===== src/rtl/free_list_allocator.sv =====
`default_nettype none
// ============================================================================
// Module   : free_list_allocator
// Purpose  : Free-slot tracker handing out the lowest free slot on a val/rdy
//            port; slots return through a one-cycle free port with error flag.
// Revision : 1.0 - initial release
// ============================================================================
module free_list_allocator #(
    parameter  int p_entries = 8,
    localparam int IW        = (p_entries > 1) ? $clog2(p_entries) : 1,
    localparam int CW        = $clog2(p_entries + 1)
) (
    input  logic                 clk,
    input  logic                 rst,
    output logic                 alloc_val,
    input  logic                 alloc_rdy,
    output logic [p_entries-1:0] alloc_onehot,
    output logic [IW-1:0]        alloc_idx,
    input  logic                 free_val,
    input  logic [IW-1:0]        free_idx,
    output logic                 free_err,
    output logic [CW-1:0]        num_free
);

    localparam int c_ext_w = 2 ** IW;

    logic [p_entries-1:0] free_vec_q, free_vec_d;
    logic [CW-1:0]        num_free_q, num_free_d;
    logic                 free_err_q, free_err_d;

    logic [p_entries-1:0] w_onehot;
    logic [IW-1:0]        w_idx;
    logic                 w_fire;
    logic                 w_in_range;
    logic                 w_legal;
    logic [c_ext_w-1:0]   w_vec_ext;
    logic [c_ext_w-1:0]   w_ret_mask;

    // Lowest set bit isolates the priority-encoder grant.
    assign w_onehot = free_vec_q & (~free_vec_q + p_entries'(1));

    always_comb begin
        w_idx = '0;
        for (int i = 0; i < p_entries; i++) begin
            if (w_onehot[i]) begin
                w_idx = w_idx | IW'(i);
            end
        end
    end

    // Index space is padded to 2**IW so out-of-range indices never address past the vector.
    always_comb begin
        w_vec_ext                  = '0;
        w_vec_ext[p_entries-1:0]   = free_vec_q;
        w_ret_mask                 = '0;
        w_ret_mask[free_idx]       = 1'b1;
    end

    assign w_fire     = (|free_vec_q) && alloc_rdy;
    assign w_in_range = (32'(free_idx) < p_entries);
    assign w_legal    = free_val && w_in_range && !w_vec_ext[free_idx];

    always_comb begin
        free_vec_d = free_vec_q;
        if (w_fire) begin
            free_vec_d = free_vec_d & ~w_onehot;
        end
        if (w_legal) begin
            free_vec_d = free_vec_d | w_ret_mask[p_entries-1:0];
        end
        num_free_d = num_free_q - CW'(w_fire) + CW'(w_legal);
        free_err_d = free_val && !w_legal;
    end

    always_ff @(posedge clk or posedge rst) begin
        if (rst) begin
            free_vec_q <= '1;
            num_free_q <= CW'(p_entries);
            free_err_q <= 1'b0;
        end else begin
            free_vec_q <= free_vec_d;
            num_free_q <= num_free_d;
            free_err_q <= free_err_d;
        end
    end

    assign alloc_val    = |free_vec_q;
    assign alloc_onehot = w_onehot;
    assign alloc_idx    = w_idx;
    assign free_err     = free_err_q;
    assign num_free     = num_free_q;

endmodule
`default_nettype wire

===== config.mk =====
export PLATFORM = sky130hd
export DESIGN_NAME = free_list_allocator
export DESIGN_NICKNAME = d
export VERILOG_FILES = /design/src/rtl/free_list_allocator.sv
export SDC_FILE = /design/constraint.sdc
export NUM_CORES = 1
export LEC_CHECK = 0
export BUFFER_PORTS_ARGS = -buffer_cell sky130_fd_sc_hd__buf_2
export CORE_AREA = 3 3 61 69
export CTS_CLUSTER_DIAMETER = 120
export DETAILED_ROUTE_END_ITERATION = 16
export DIE_AREA = 0 0 64 72
export SYNTH_ARGS = -nofsm -noshare
export SYNTH_HDL_FRONTEND = slang
export SYNTH_SLANG_ARGS = --single-unit
export TNS_END_PERCENT = 5

===== constraint.sdc =====
create_clock -name clk -period 6.1 [get_ports clk]
set_clock_uncertainty 0.15 [all_clocks]
set_input_delay 0.61 -clock clk [delete_from_list [all_inputs] [get_ports clk]]
set_output_delay 0.61 -clock clk [all_outputs]
set_load 0.05 [all_outputs]

# Yosys cells after proc, flatten, opt, wreduce, memory -nomap -nowiden
# Cells that the tools add are included.
[classes] addsub=3 n_lt_le_gt_ge=2 n_mux=13 bitwise=5 n_reduce_logical=7
[op_table] cell="8-bit bitwise AND" n=2
[op_table] cell="8-bit 2-to-1 mux" n=2
[op_table] cell="8-bit inverter" n=2
[op_table] cell="3-bit 2-to-1 mux" n=4
[op_table] cell="8-bit by 1-bit adder with 8-bit output, second input constant" n=1
[op_table] cell="8-bit bitwise OR" n=1
[op_table] cell="8-bit OR reduction" n=1
[op_table] cell="4-bit by 1-bit adder with 4-bit output" n=1
[op_table] cell="1-bit logical AND" n=4
[op_table] cell="3-bit by 4-bit < comparator with 1-bit output, second input constant" n=1
[op_table] cell="2-bit 2-to-1 mux" n=2
[op_table] cell="4-bit by 1-bit subtractor with 4-bit output" n=1
[op_table] cell="1-bit binary-select mux with 3-bit select" n=1
[op_table] cell="1-bit demux with 3-bit select" n=1
[op_table] cell="3-bit by 1-bit >= comparator with 1-bit output, second input constant" n=1
[op_table] cell="1-bit 2-to-1 mux" n=3
[op_table] cell="1-bit logical NOT" n=2
[totals] reg_bits=13 inputBits=7 out_inout_bits=17 wordCells=33

# Longest topological paths before layout
[logic_depth] ltp_word=10 depth_mapped=11 depth_no_buf=10

# Least setup slack after synthesis
# Ideal clock, no wire load.
[synth_path] path_kind="flip-flop to flip-flop" from="reg free_vec_q[3]" to="reg num_free_q[2], in the netlist num_free[2]" setup_time_ns=0.122 arrival_ns=2.706 slack_ns=3.121 path_stages_with_launch=11 path_buffers=1 period_less_slack_ns=2.979 cell_sequence="dfstp_2 > clkbuf_1 > or4_4 > nor3_2 > nand2_1 > and2_1 > ha_1 > inv_1 > ha_1 > fa_1 > xor2_1"
[synth_lines] element="start: declaration" line="27" text="logic [p_entries-1:0] free_vec_q, free_vec_d;"
[synth_lines] element="start signal: assignment" line="81" text="free_vec_q <= free_vec_d;"
[synth_lines] element="8-bit OR reduction"
[synth_lines] element="via alloc_val" line="15" text="output logic alloc_val,"
[synth_lines] element="1-bit logical AND" line="59" text="assign w_fire = (|free_vec_q) && alloc_rdy;"
[synth_lines] element="4-bit by 1-bit subtractor with 4-bit output" line="71" text="num_free_d = num_free_q - CW'(w_fire) + CW'(w_legal);"
[synth_lines] element="4-bit by 1-bit adder with 4-bit output" line="71"
[synth_lines] element="via num_free_d[2]" line="28" text="logic [CW-1:0] num_free_q, num_free_d;"
[synth_lines] element="end signal: assignment" line="78" text="num_free_q <= CW'(p_entries);"
[synth_lines] element="end signal: assignment" line="82" text="num_free_q <= num_free_d;"
[synth_lines] element="end: declaration" line="28"
# The timed path passes the listed nets, and every way through them passes these cells. The select of a mux whose other input is x is not followed.

# Worst setup path after layout
[layout_path] from="reg free_vec_q[0]" to="out alloc_idx[0]"
[layout_via] elab_chain_len=10
[layout_rtl] element="8-bit inverter (*)" line="40" text="assign w_onehot = free_vec_q & (~free_vec_q + p_entries'(1));"
[layout_rtl] element="8-bit by 1-bit adder with 8-bit output (*)" line="40"
[layout_rtl] element="8-bit bitwise AND (*)" line="40"
[layout_rtl] element="1-bit 2-to-1 mux" line="45" text="if (w_onehot[i]) begin"
[layout_rtl] element="2-bit 2-to-1 mux (2 in series)" line="45"
[layout_rtl] element="3-bit 2-to-1 mux (3 in series)" line="45"
[layout_rtl] element="3-bit 2-to-1 mux (*)" line="45"
[layout_rtl] element="end: declaration" line="18" text="output logic [IW-1:0] alloc_idx,"
# Mark *: on every way between the ends. The rest lies on a longest branch, timed or not.

==> results.yml <==
route:
  drtPass1Iterations: 4
  wl_mm: 2.03
  ant_nets: 0
  wl_per_cell_um: 12.1
  drtIter0Drc: 26
  drcViolationCount: 0
  avgViaCountPerCell: 4.53
  routed-via-count: 756
cts:
  h-tree-depth: 1
  cts_sinks: 13
  clk-insertion-delay-late_ps: 240
  cts_setup_buffers: 0
  path_clk_slew_ps: 60
  cts_made_buffers: 3
  clockBufferDepth: 2
  cts_root_buffer: "clkbuf_8"
  hold_buffers: 0
  post_cts_resized: 0
  cts_tree: "yes"
global_route:
  grt.total_usage_pct: 9.33
  grt_pass1_vias: 679
  antenna_found_initial: 0
  grt_overflow: 0
  grt_max_degree: 14
  grt_first_pass_wirelength_mm: 3.39
cells_and_area:
  final_common_cell: "buf_2"
  final_cell_mix: "buf_2, nor2_1, dfstp_2"
  area_growth_pct: 21.7
  drive_gt1_share_pct: 34.2
  antenna_cells: 0
  final_cells: 167
  layout.nets: 130
sta:
  rsz0062_at_grt: "no"
  max_slew_margin_pct: 66.9
  drv_slew: 0
  final-hold-violation-count: 0
  fin_crit_sh_pct: 45.3
  tightest_slew_ps: 495
  max_freq_mhz: 362
  setup_violations: 0
  timing.setup.tns_ps: 0
  min_period_ps: 2760
synth:
  syn-cell-area_um2: 883
  synthCells: 96
  synth-seq-cells: 13
  async_flop_share_pct: 100
  ys_top_cells_by_area: "dfstp_2, dfrtp_1, ha_1"
  syn_area_per_cell_um2: 9.20
  synth_ff_type: "dfstp_2"
  yosysUniqueCellTypes: 36
  yosysTopAreaCell: "dfstp_2"
  synth_nets: 108
  ys_seq_area_share_pct: 38.1
  synth_edf_count: 0
  yosys.area.top_type_share_pct: 26.8
  ys_warn_count: 0
critical_path:
  start_kind: "register"
  crit_type: "reg -> out"
  end_kind: "output port"
  rr_startpoint: "free_vec_q[0]"
  cp.required_ps: 5340
  critPathLaunch: "free_vec_q[0]"
  cp_max_fo: 9
  cp_data_arrival_time_ps: 2000
placed_design:
  io_buffers: 23
  gp_congestion: 0.864
  dp_cells: 163
  dp_hpwl_mm: 1.57
floorplanning:
  io_pins: 24
  die_y_um: 72
  rows: 23
  dieArea_um2: 4610
  die_w_um: 64
  design.core.area_um2: 3600
  initial_core_util_pct: 24.6
outcome:
  outcome: "completed"
run:
  drv_cap: 0
hold_path:
  hp-class: "in -> async"
[registers in the layout, indices dropped and copies added (netlist names)]
signal      cells
num_free        4
free_vec_q      8
free_err        1
[cells by family after synthesis]
kind of cell    Yosys count  synth area share (%)
fa+ha+maj                 5                  7.93
buf+inv                  14                  6.94
flops                    13                  38.1
compound gates           21                  16.4
simple gates             37                  24.2
mux                       3                  3.40
xor+xnor                  3                  2.98
[worst max-delay path: stages, from the launching register on]
cell	delay, ps
dfstp_2	410
or4_4	600
nor4_4	200
and2_4	190
o21bai_1	90
buf_2	270
[cells in the mapped netlist (all sizes together) (2+ instances only)]
| library cell | n |
|---|---|
| clkbuf | 4 |
| and2 | 5 |
| o21ai | 2 |
| nor3 | 4 |
| mux2i | 3 |
| nand2b | 5 |
| ha | 4 |
| a31oi | 3 |
| dfstp | 9 |
| xnor2 | 2 |
| buf | 2 |
| nor2 | 10 |
| o31ai | 3 |
| nand2 | 7 |
| inv | 8 |
| dfrtp | 4 |
| a21oi | 4 |
| o41ai | 2 |
[layout make-up]
type,count,area (um2)
multi-input cells,69,485
clock buffers,4,45.0
fillers,399,2520
inverters,8,30.0
repair buffers,23,115
flip-flops and latches,13,337
well taps,50,62.6
[per-stage QoR]
step                utilization [%]  worst slack, ps  area, um2  hold slack, ps
global placement               28.6             3330       1030             346
CTS                            29.9             3330       1070             255
detailed placement             28.6             3260       1030             354
floorplan                         -             3120        883             331
global route                   29.9             3220       1070             292
finish                         29.9             3340       1070             232
[worst paths after layout]
path | end | slack, ps | depth (start not counted)
worst min-delay path | num_free[1] | 230 | 2
worst min register to register | num_free[0] | 360 | 1
worst max-delay path | alloc_idx[0] | 3340 | 5
max in group asynchronous | free_vec_q[4] | 5210 | 2
min in group clk | num_free[0] | 360 | 1
worst max register to register | num_free[2] | 3390 | 9
[metal layers]
layer  global-route usage (%)  part of all wire, %
met1                     13.8                   49
met2                     13.1                   44
met3                     3.10                  6.9
met4                     2.16                 0.39
met5                        0                    0
Power is left out: the tool's default activity adds up to more than one toggle a clock period on the data nets, which glitch-free logic cannot reach.
